<file path="src/rtl/ac_pkg.sv">
// Shared definitions for the accumulator computer: widths, opcodes and sequencer states.
package ac_pkg;

   localparam int unsigned AC_DATA_W = 8;
   localparam int unsigned AC_ADDR_W = 5;
   localparam int unsigned AC_OPC_W  = 3;

   localparam logic [2:0] OP_NOP = 3'd0;
   localparam logic [2:0] OP_LDA = 3'd1;
   localparam logic [2:0] OP_STA = 3'd2;
   localparam logic [2:0] OP_ADD = 3'd3;
   localparam logic [2:0] OP_SUB = 3'd4;
   localparam logic [2:0] OP_JMP = 3'd5;
   localparam logic [2:0] OP_JZ  = 3'd6;
   localparam logic [2:0] OP_HLT = 3'd7;

   typedef enum logic [2:0] {
      ST_IDLE   = 3'd0,
      ST_FETCH  = 3'd1,
      ST_DECODE = 3'd2,
      ST_MEM_RD = 3'd3,
      ST_EXEC   = 3'd4,
      ST_MEM_WR = 3'd5,
      ST_HALT   = 3'd6
   } state_e;

endpackage

</file>
<file path="src/rtl/ac_alu.sv">
// Combinational add/subtract for the accumulator; carry_o is the borrow when subtracting.
module ac_alu #(
   parameter int unsigned W = 8
) (
   input  logic [W-1:0] a_i,
   input  logic [W-1:0] b_i,
   input  logic         sub_i,
   output logic [W-1:0] result_o,
   output logic         carry_o,
   output logic         zero_o
);

   logic [W:0] ext;

   // Bit W of the widened difference is set exactly when a_i < b_i.
   always_comb begin
      ext = '0;
      if (sub_i) ext = {1'b0, a_i} - {1'b0, b_i};
      else       ext = {1'b0, a_i} + {1'b0, b_i};
   end

   assign result_o = ext[W-1:0];
   assign carry_o  = ext[W];
   assign zero_o   = (ext[W-1:0] == '0);

endmodule

</file>
<file path="src/rtl/ac_control.sv">
// Fetch/decode/execute sequencer: owns PC, IR, ACC and {C,Z}, and drives the program ram port.
module ac_control
   import ac_pkg::*;
#(
   parameter int unsigned DATA_W = AC_DATA_W,
   parameter int unsigned ADDR_W = AC_ADDR_W,
   parameter int unsigned OPC_W  = AC_OPC_W
) (
   input  logic              clk_i,
   input  logic              rst_ni,
   input  logic              run_i,
   input  logic [DATA_W-1:0] mem_dout_i,
   output logic [ADDR_W-1:0] mem_addr_o,
   output logic              mem_wen_o,
   output logic [DATA_W-1:0] mem_din_o,
   output logic [DATA_W-1:0] acc_o,
   output logic [ADDR_W-1:0] pc_o,
   output logic [1:0]        flags_o,
   output logic              halted_o
);

   state_e            state_q;
   logic [ADDR_W-1:0] pc_q;
   logic [DATA_W-1:0] ir_q;
   logic [DATA_W-1:0] acc_q;
   logic              c_q;
   logic              z_q;

   logic [OPC_W-1:0]  dec_opc;
   logic [ADDR_W-1:0] dec_addr;
   logic [OPC_W-1:0]  ir_opc;
   logic [ADDR_W-1:0] ir_addr;
   logic [ADDR_W-1:0] pc_inc;

   logic [DATA_W-1:0] alu_res;
   logic              alu_c;
   logic              alu_z;
   logic              alu_sub;

   // DECODE sees the fetched word on the ram output before it lands in IR.
   assign dec_opc  = mem_dout_i[DATA_W-1 -: OPC_W];
   assign dec_addr = mem_dout_i[ADDR_W-1:0];
   assign ir_opc   = ir_q[DATA_W-1 -: OPC_W];
   assign ir_addr  = ir_q[ADDR_W-1:0];
   assign pc_inc   = pc_q + ADDR_W'(1);
   assign alu_sub  = (ir_opc == OP_SUB);

   ac_alu #(
      .W(DATA_W)
   ) u_alu (
      .a_i     (acc_q),
      .b_i     (mem_dout_i),
      .sub_i   (alu_sub),
      .result_o(alu_res),
      .carry_o (alu_c),
      .zero_o  (alu_z)
   );

   always_ff @(posedge clk_i or negedge rst_ni) begin
      if (!rst_ni) begin
         state_q <= ST_IDLE;
         pc_q    <= '0;
         ir_q    <= '0;
         acc_q   <= '0;
         c_q     <= 1'b0;
         z_q     <= 1'b0;
      end else begin
         case (state_q)
            ST_IDLE: begin
               if (run_i) state_q <= ST_FETCH;
            end
            ST_FETCH: begin
               state_q <= ST_DECODE;
            end
            ST_DECODE: begin
               ir_q    <= mem_dout_i;
               pc_q    <= pc_inc;
               state_q <= ST_FETCH;
               case (dec_opc)
                  OP_JMP: pc_q <= dec_addr;
                  OP_JZ:  if (z_q) pc_q <= dec_addr;
                  OP_LDA, OP_ADD, OP_SUB: state_q <= ST_MEM_RD;
                  OP_STA: state_q <= ST_MEM_WR;
                  OP_HLT: state_q <= ST_HALT;
                  default: ;
               endcase
            end
            ST_MEM_RD: begin
               state_q <= ST_EXEC;
            end
            ST_EXEC: begin
               state_q <= ST_FETCH;
               case (ir_opc)
                  OP_LDA: begin
                     acc_q <= mem_dout_i;
                     z_q   <= (mem_dout_i == '0);
                  end
                  OP_ADD, OP_SUB: begin
                     acc_q <= alu_res;
                     c_q   <= alu_c;
                     z_q   <= alu_z;
                  end
                  default: ;
               endcase
            end
            ST_MEM_WR: begin
               state_q <= ST_FETCH;
            end
            ST_HALT: begin
               state_q <= ST_HALT;
            end
            default: begin
               state_q <= ST_IDLE;
            end
         endcase
      end
   end

   // Moore decode of the ram port; reset forces ST_IDLE so a pending write is dropped at once.
   always_comb begin
      mem_addr_o = pc_q;
      mem_wen_o  = 1'b0;
      mem_din_o  = '0;
      case (state_q)
         ST_MEM_RD: mem_addr_o = ir_addr;
         ST_MEM_WR: begin
            mem_addr_o = ir_addr;
            mem_wen_o  = 1'b1;
            mem_din_o  = acc_q;
         end
         default: ;
      endcase
   end

   assign acc_o    = acc_q;
   assign pc_o     = pc_q;
   assign flags_o  = {c_q, z_q};
   assign halted_o = (state_q == ST_HALT);

endmodule
</file>
<file path="config.mk">
export PLATFORM = sky130hd
export DESIGN_NAME = ac_control
export DESIGN_NICKNAME = d
export VERILOG_FILES = /design/src/rtl/ac_pkg.sv /design/src/rtl/ac_alu.sv /design/src/rtl/ac_control.sv
export SDC_FILE = /design/constraint.sdc
export NUM_CORES = 1
export LEC_CHECK = 0
export ABC_CLOCK_PERIOD_IN_PS = 2700
export CAP_MARGIN = 10
export CORE_MARGIN = 10
export CORE_UTILIZATION = 46
export DETAILED_ROUTE_END_ITERATION = 7
export PLACE_DENSITY_LB_ADDON = 0.2
export SLEW_MARGIN = 10
export SYNTH_ARGS = -nofsm -noshare
export SYNTH_HDL_FRONTEND = slang
export SYNTH_SLANG_ARGS = --single-unit
</file>
<file path="constraint.sdc">
create_clock -name clk_i -period 2.7 [get_ports clk_i]
set_clock_uncertainty 0.1 [all_clocks]
set_input_delay 0.27 -clock clk_i [delete_from_list [all_inputs] [get_ports clk_i]]
set_output_delay 0.27 -clock clk_i [all_outputs]
set_load 0.02 [all_outputs]
</file>
# ---- After elaboration in Yosys (flattened, before gate mapping)
# Cells that the tools add are included.
dict set report totals {
  ff_bits 26
  input_bits 11
  out_inout_bits 30
  wordCells 47
}
dict set report classes {
  addsub 3
  n_eq_ne 17
  muxes 11
  n_reduce_logical 10
}
# operator n
set ops {}
lappend ops {{$eq A3 B3 Y1 const B} 8}
lappend ops {{$pmux W3 S6} 1}
lappend ops {{$logic_not A8 Y1} 2}
lappend ops {{$pmux W8 S2} 1}
lappend ops {{$eq A3 B2 Y1 const B} 5}
lappend ops {{$mux W5} 2}
lappend ops {{$pmux W5 S2} 1}
lappend ops {{$add A8 B8 Y9} 1}
lappend ops {{$eq A3 B1 Y1 const B} 3}
lappend ops {{$mux W9} 1}
lappend ops {{$pmux W3 S3} 1}
lappend ops {{$sub A8 B8 Y9} 1}
lappend ops {{$mux W8} 1}
lappend ops {{$reduce_or A2 Y1} 3}
lappend ops {{$add A5 B1 Y5 const B} 1}
lappend ops {{$reduce_and A2 Y1} 2}
lappend ops {{$logic_not A3 Y1} 1}
lappend ops {{$mux W3} 1}
lappend ops {{$reduce_or A3 Y1} 1}
lappend ops {{$ne A2 B2 Y1 const B} 1}
lappend ops {{$pmux W1 S2} 1}
lappend ops {{$reduce_bool A2 Y1} 1}
lappend ops {{$mux W1} 1}

# ---- Depth between registers and ports, before layout
# Gate-level depths: netlist (run 1).
dict set report logic_depth {
  word_depth 4
  ltp_mapped 11
  mapped_depth_nobuf 11
}

# ---- By module
# Synthesis (run 1) repeated with hierarchy kept, for this count alone.
dict set report hier_totals {
  cells_unflattened 230
  hier_area_um2 1983.2
}
# module n_inst cells_per_inst area_each_um2 seq_area_each_um2
set by_module_without_submodules {}
lappend by_module_without_submodules {ac_control 1 155 1453.9 650.6}
lappend by_module_without_submodules {ac_alu 1 75 529.3 0.0}

# ---- Least setup slack after synthesis (run 1)
# No wires, ideal clock.
dict set report synth_timing {
  kind {flip-flop to flip-flop}
  startpoint {register ir_q[6]}
  endpoint {register acc_q[6], in the netlist acc_o[6]}
  setup_time_ns 0.124
  t_arrival_ns 2.464
  required_time_ns 2.476
  setup_slack_ns 0.012
  path_stages_with_launch 11
  n_path_buf 1
  synth_period_minus_slack_ns 2.688
  path_cell_list {dfrtp_1 -> nor3b_2 -> buf_4 -> mux2_2 -> fa_1 -> nand2b_1 -> a21oi_1 -> o31ai_1 -> a21bo_1 -> a211oi_1 -> a211o_1}
}
dict set report synth_between {
  elab_chain_len 4
  elab_cells_between_ends 8
  classes_between {eq/ne (3); mux (2); reduce/logical (3)}
}
# item line_no
set synth_lines {}
lappend synth_lines {{start, declared} ac_control.sv:24} ;# logic [DATA_W-1:0] ir_q;
lappend synth_lines {{start signal, assigned} ac_control.sv:76} ;# ir_q <= mem_dout_i;
lappend synth_lines {{$eq A3 B3 Y1 or $eq A3 B2 Y1 (tied branches)} {ac_control.sv:46, ac_control.sv:93}}
lappend synth_lines {{$reduce_or A2 Y1} ac_control.sv:93} ;# case (ir_opc)
lappend synth_lines {{$reduce_bool A2 Y1 (no line)} n/a}
lappend synth_lines {{$reduce_and A2 Y1 (no line)} n/a}
lappend synth_lines {{end signal, assigned} ac_control.sv:95} ;# acc_q <= mem_dout_i;
lappend synth_lines {{end signal, assigned} ac_control.sv:99} ;# acc_q <= alu_res;
lappend synth_lines {{end, declared} ac_control.sv:25} ;# logic [DATA_W-1:0] acc_q;
# Parallel ways exist; a longest one is shown, timed or not.
# A chain may end at the register's enable or synchronous reset.

# ---- Worst setup path after layout (run 1)
dict set report layout_timing {
  startpoint {register ir_q[7]}
  endpoint {register acc_q[7], in the netlist acc_o[7]}
}
# The elaborated chain is that of the path after synthesis.

==> flow_metrics.tcl, run 1 <==
set metrics [dict create \
    drive_gt1_frac 0.219 \
    hpwl_um 4190 \
    crit_end "acc_o[7]$_DFFE_PN0P_" \
    synth_top_area_frac 0.336 \
    synth-edff-count 0 \
    post-route-util 0.680 \
    leakage_nw 1.24 \
    regToRegEndpoint "acc_o[7]$_DFFE_PN0P_" \
    slew_headroom 0.604 \
    port_buffers 40 \
    via_count 1939 \
    r2r_slack_ns -0.02 \
    syn_to_final_growth_pct 41.5 \
    worstHoldPathType "in -> async" \
    cp_num_cells 11 \
    drcViolationCount 0 \
    synth_compound_area_frac 0.194 \
    startpoint "ir_q[7]$_DFFE_PN0P_" \
    synthSimpleGateAreaFrac 0.226 \
    fmax_ghz 0.368 \
    hold_viol 0 \
    crit_arrival_ns 2.77 \
    rsz0062_at_grt "true" \
    maxCapViolations 0 \
    grt_pass1_vias 1930 \
    clk_pin_slew_worst_paths_ns 0.10 \
    synth.avg_cell_area_um2 8.21 \
    end_kind "register" \
    setup.worst_path.start_class "register" \
    path_class "reg -> reg" \
    wl_per_cell_um 16.0 \
    peakVddDrop_mv 0.794 \
    final_area_mm2 0.00274 \
    track_usage 0.151 \
    violations "setup timing" \
    synth_top_flop_cell "dfrtp_1" \
    drt-total-wl_um 5640 \
    cp_common_cell "buf_4" \
    dpl_cell_area_mm2 0.00258 \
    synth_xor_area_frac 0.0633 \
    synth_area_leaders "dfrtp_1 (34%), nand2_1 (7.8%), ha_1 (6.5%)" \
    synth_area_leader_cell "dfrtp_1" \
    final_antenna_net_count 0 \
    cts_tree "yes" \
    cpPeakStageDelay_ns 0.58 \
    antenna_found_initial 0 \
    num_rows 23 \
    place_ws_ns -0.373 \
    netlist_area_mm2 0.00194 \
    status "complete, but fails checks" \
    worst_slack_ns -0.0192 \
    place_congestion 0.886 \
    synth_mux_area_frac 0.0510 \
    post-synth-top-count-cell "nand2_1" \
    cts_made_buffers 3 \
    path_delay_family "simple AND/OR/NAND/NOR gates" \
    crit-reg2reg-launch "ir_q[7]$_DFFE_PN0P_" \
    synth_top_family_by_area "simple AND/OR/NAND/NOR gates" \
    io_pins 41 \
    async_reset_ff_frac 1.00 \
    die_h_um 84.9 \
    cp_max_fo 6 \
    reg2reg_depth 11 \
    grt_start_max_net_pins 27 \
    dieWidth_um 84.9 \
    drt_iter0_markers 122 \
    cts_max_path_buffers 2 \
    ctsHtreeMaxLevel 1 \
    ys_top_cells_by_count "nand2_1 (40), dfrtp_1 (26), nor2_1 (19)" \
    dr.pass1.iters 4 \
    cp_num_buf_inv 2 \
    synth-seq-cells 26 \
    netlist_instances 236 \
    coreArea_mm2 0.00403 \
    crit_chain "nor3b_2, buf_4, buf_4, a41oi_1, xnor2_1, ha_1, or4_1, o32ai_4, a21oi_4, o22ai_2, o21ai_1" \
    initial_core_util 0.481 \
    cts.sinks 26 \
    worst_ep_required_time_ns 2.75 \
    final-max-slew-violation-count 0 \
    clk_latency_ns 0.28 \
    synthesis.nets 258 \
    fin_crit_sh 1.01 \
    total_power_mw 3.84 \
    synth_seq_area_share 0.336 \
    grt_overflow 0 \
    yosys_warnings 0 \
    ys_types 44 \
    power.density_mw_per_mm2 1400 \
    min_period_ns 2.72 \
    slowest_stage "or4_1" \
    n_antenna_cell 0 \
    root_buffer "clkbuf_8" \
    dieArea_mm2 0.00721 \
    post_synth_fa_ha_maj_area_fraction 0.0749 \
    setup_viol 1 \
    worst_slew_pin_slew_ns 0.593 \
    viasPerCell 5.51 \
    grt_pass1_wl_um 9090 \
    fin_nets 325 \
]
## where the power goes
group / total [mW] / switching [mW] / internal, mW
registers: 0.761 / 0.184 / 0.577
clock network: 0.342 / 0.143 / 0.199
logic: 2.74 / 1.43 / 1.31
total: 3.84 / 1.75 / 2.08
## layout make-up
type	count	area, um^2
Tap cell	50	62.6
Sequential cell	26	651
Inverter	13	48.8
Clock inverter	1	30.0
Clock buffer	3	41.3
Timing Repair Buffer	73	648
Fill cell	345	1290
Multi-Input combinational cell	186	1260
## placed cells by master, fill, tap and decap left out, drive strengths merged, types with 3 or more instances in the layout
master	Yosys	routed
nand3	6	6
clkdlybuf4s50	0	40
a21oi	14	14
a31oi	3	3
ha	10	10
buf	7	33
nor2b	3	3
a21o	4	4
clkbuf	4	3
mux2	7	7
nor2	20	20
dfrtp	26	26
xnor2	12	12
nand2b	5	5
o21ai	20	20
inv	13	13
nand2	40	40
and2	6	6
o22ai	7	7
nor3	6	6
## sequential cells by signal (all words and copies together), names as in the netlist
register	count
ir_q	8
pc_o	5
c_q	1
acc_o	8
z_q	1
state_q	3
## worst reg2reg max path, cell delays in order, from the launching register on
cell and delay, ns:
dfrtp_1 0.39, nor3b_2 0.17, buf_4 0.16, buf_4 0.13, a41oi_1 0.18, xnor2_1 0.16
ha_1 0.27, or4_1 0.58, o32ai_4 0.17, a21oi_4 0.06, o22ai_2 0.13, o21ai_1 0.08
## routing by layer
layer / global-route usage / share of wire / vias to the layer above
li1: - / - / 947
met4: 0.0479 / 0.010 / 0
met2: 0.236 / 0.46 / 54
met5: 0 / 0 / -
met3: 0.0507 / 0.074 / 5
met1: 0.190 / 0.45 / 933
## kinds of logic after synthesis
kind of cell,count (synthesis)
AND/OR/NAND/NOR,92
AO/OA/AOI/OAI,60
XOR/XNOR,14
multiplexers,9
buffers and inverters,24
flip-flops,26
adder cells (fa/ha/maj),11
## per-stage QoR
stage	hold slack, ns	cells	TNS (ns)
floorplan	-0.126	236	0
global placement	0.354	347	-1.42
detailed placement	0.363	347	-1.57
CTS	0.275	351	0
global route	0.299	352	-0.263
finish	0.256	352	-0.0192
## worst min-delay path by stage
stage | to | depth (start not counted) | start
after floorplan | acc_o[0]$_DFFE_PN0P_ | 0 | rst_ni
after global placement | ir_q[2]$_DFFE_PN0P_ | 2 | ir_q[2]$_DFFE_PN0P_
after detailed placement | ir_q[3]$_DFFE_PN0P_ | 2 | ir_q[3]$_DFFE_PN0P_
after CTS | acc_o[6]$_DFFE_PN0P_ | 2 | rst_ni
after global routing | acc_o[7]$_DFFE_PN0P_ | 2 | rst_ni
final | acc_o[6]$_DFFE_PN0P_ | 2 | rst_ni
## repair_timing
item | in CTS | in global routing
resized for setup | 3 | 15
setup buffers | 0 | 1
pin swaps | 0 | 4
gates cloned | 0 | 0
setup endpoints to repair | 3 | 5
hold buffers | 0 | 0
(Power assumes the default switching activity.)
==> run 2, diff against run 1 <==
--- a/config.mk
+++ b/config.mk
@@ -9,6 +9,7 @@
 export CAP_MARGIN = 10
 export CORE_MARGIN = 10
 export CORE_UTILIZATION = 46
+export CTS_CLUSTER_DIAMETER = 30
 export DETAILED_ROUTE_END_ITERATION = 7
 export PLACE_DENSITY_LB_ADDON = 0.2
 export SLEW_MARGIN = 10
==> results of run 2 <==
No change in the layout: final DEF, timing and power equal those of run 1.
==> run 3, diff against run 2 <==
--- a/config.mk
+++ b/config.mk
@@ -11,6 +11,7 @@
 export CORE_UTILIZATION = 46
 export CTS_CLUSTER_DIAMETER = 30
 export DETAILED_ROUTE_END_ITERATION = 7
+export MAX_ROUTING_LAYER = met4
 export PLACE_DENSITY_LB_ADDON = 0.2
 export SLEW_MARGIN = 10
 export SYNTH_ARGS = -nofsm -noshare
==> run 3 against run 2 <==
Compared with the run above:
- the flow still finishes with violations (setup timing)
- fmax barely moved
- register-to-register slack barely moved
- combinational power barely moved
- clock power barely moved
- power barely moved
- sequential power barely moved
- utilization did not move
- sequential cell count did not move
- cell area did not move
- cell count did not move
==> flow_metrics.tcl, run 3 (synthesis gave the netlist of run 1 again) <==
set metrics [dict create \
    status "complete, but fails checks" \
    violations "setup timing" \
    ctsHtreeMaxLevel 1 \
    cp_max_fo 6 \
    regToRegEndpoint "acc_o[7]$_DFFE_PN0P_" \
    clk_latency_ns 0.28 \
    n_antenna_cell 0 \
    dr.pass1.iters 4 \
    crit-reg2reg-launch "ir_q[7]$_DFFE_PN0P_" \
    viasPerCell 5.58 \
    hold_viol 0 \
    post-route-util 0.680 \
    holdWs_ns 0.255 \
    drt-total-wl_um 5640 \
    power.density_mw_per_mm2 1400 \
    final_common_cell "clkdlybuf4s50_1" \
    fin_nets 325 \
    final-max-slew-violation-count 0 \
    startpoint "ir_q[7]$_DFFE_PN0P_" \
    maxCapViolations 0 \
    fin_crit_sh 1.01 \
    grt_pass1_vias 1927 \
    crit_arrival_ns 2.77 \
    cts_max_path_buffers 2 \
    cts_tree "yes" \
    dieWidth_um 84.9 \
    rsz0062_at_grt "true" \
    crit_end "acc_o[7]$_DFFE_PN0P_" \
    root_buffer "clkbuf_8" \
    antenna_found_initial 0 \
    end_kind "register" \
    drcViolationCount 0 \
    tns_ns -0.0185 \
    drt_iter0_markers 105 \
    final_antenna_net_count 0 \
    coreArea_mm2 0.00403 \
    final_area_mm2 0.00274 \
    peakVddDrop_mv 0.798 \
    grt_overflow 0 \
    port_buffers 40 \
    worst_slack_ns -0.0185 \
    leakage_nw 1.24 \
    total_power_mw 3.84 \
    hpwl_um 4190 \
    grt_pass1_wl_um 9100 \
    place_congestion 0.901 \
    worstHoldPathType "in -> async" \
    postCtsHoldBufs 0 \
    fmax_ghz 0.368 \
    clk_pin_slew_worst_paths_ns 0.10 \
    min_period_ns 2.72 \
    worst_slew_pin_slew_ns 0.599 \
    dpl_cell_area_mm2 0.00258 \
    path_class "reg -> reg" \
    slew_headroom 0.600 \
    die_h_um 84.9 \
    num_rows 23 \
    cts.sinks 26 \
    dieArea_mm2 0.00721 \
    cts_made_buffers 3 \
    drive_gt1_frac 0.219 \
    wl_per_cell_um 16.0 \
    io_pins 41 \
    setup_viol 1 \
    via_count 1963 \
    initial_core_util 0.481 \
    r2r_slack_ns -0.02 \
    syn_to_final_growth_pct 41.5 \
    track_usage 0.155 \
    reg2reg_depth 11 \
    fill_cells 345 \
    worst_ep_required_time_ns 2.75 \
    final_cell_mix "clkdlybuf4s50_1 (40), nand2_1 (39), buf_4 (33)" \
    grt_start_max_net_pins 27 \
    setup.worst_path.start_class "register" \
]
-- run 3: how the worst min path moves through the flow --
stage | start | end | slack (ns) | depth (start not counted)
CTS | rst_ni | acc_o[6]$_DFFE_PN0P_ | 0.27 | 2
floorplan | rst_ni | acc_o[0]$_DFFE_PN0P_ | -0.13 | 0
global route | rst_ni | acc_o[7]$_DFFE_PN0P_ | 0.30 | 2
detailed placement | ir_q[3]$_DFFE_PN0P_ | ir_q[3]$_DFFE_PN0P_ | 0.36 | 2
finish | rst_ni | acc_o[6]$_DFFE_PN0P_ | 0.26 | 2
global placement | ir_q[2]$_DFFE_PN0P_ | ir_q[2]$_DFFE_PN0P_ | 0.35 | 2
-- run 3: metal layers --
metal / up-vias / part of all wire / track usage / wire [um]
li1: 947 / - / - / -
met1: 938 / 0.46 / 0.203 / 2610
met2: 71 / 0.46 / 0.235 / 2570
met3: 7 / 0.069 / 0.0315 / 387
met4: 0 / 0.013 / 0.0479 / 72
met5: - / 0 / - / 0
-- run 3: layout make-up --
| cell class | instances | area [um^2] | share of cell area |
|---|---|---|---|
| inverter | 13 | 48.8 | 0.0178 |
| clock inverter | 1 | 30.0 | 0.0110 |
| timing repair buffer | 73 | 648 | 0.236 |
| sequential | 26 | 651 | 0.237 |
| tap | 50 | 62.6 | 0.0228 |
| clock buffer | 3 | 41.3 | 0.0151 |
| multi-input combinational | 186 | 1260 | 0.460 |
-- run 3: per-stage QoR --
step	std cells	setup WS, ns
2_1_floorplan	236	0.0116
3_3_place_gp	347	-0.310
6_report	352	-0.0185
4_1_cts	351	0.0126
3_5_place_dp	347	-0.373
5_1_grt	352	-0.112
-- run 3: what timing repair did --
action	in CTS	in global routing
resized for setup	3	15
setup endpoints to repair	3	5
cloned	0	0
buffers inserted	0	1
pin swaps	0	4
-- run 3: worst max-delay path: stages (launching register included) --
cell	delay (ns)
dfrtp_1	0.39
nor3b_2	0.17
buf_4	0.16
buf_4	0.13
a41oi_1	0.18
xnor2_1	0.16
ha_1	0.27
or4_1	0.58
o32ai_4	0.17
a21oi_4	0.06
o22ai_2	0.13
o21ai_1	0.08
-- run 3: power by group --
part / switching [mW] / total (mW) / internal, mW
Sequential: 0.184 / 0.760 / 0.577
Combinational: 1.43 / 2.74 / 1.31
Clock: 0.143 / 0.342 / 0.199
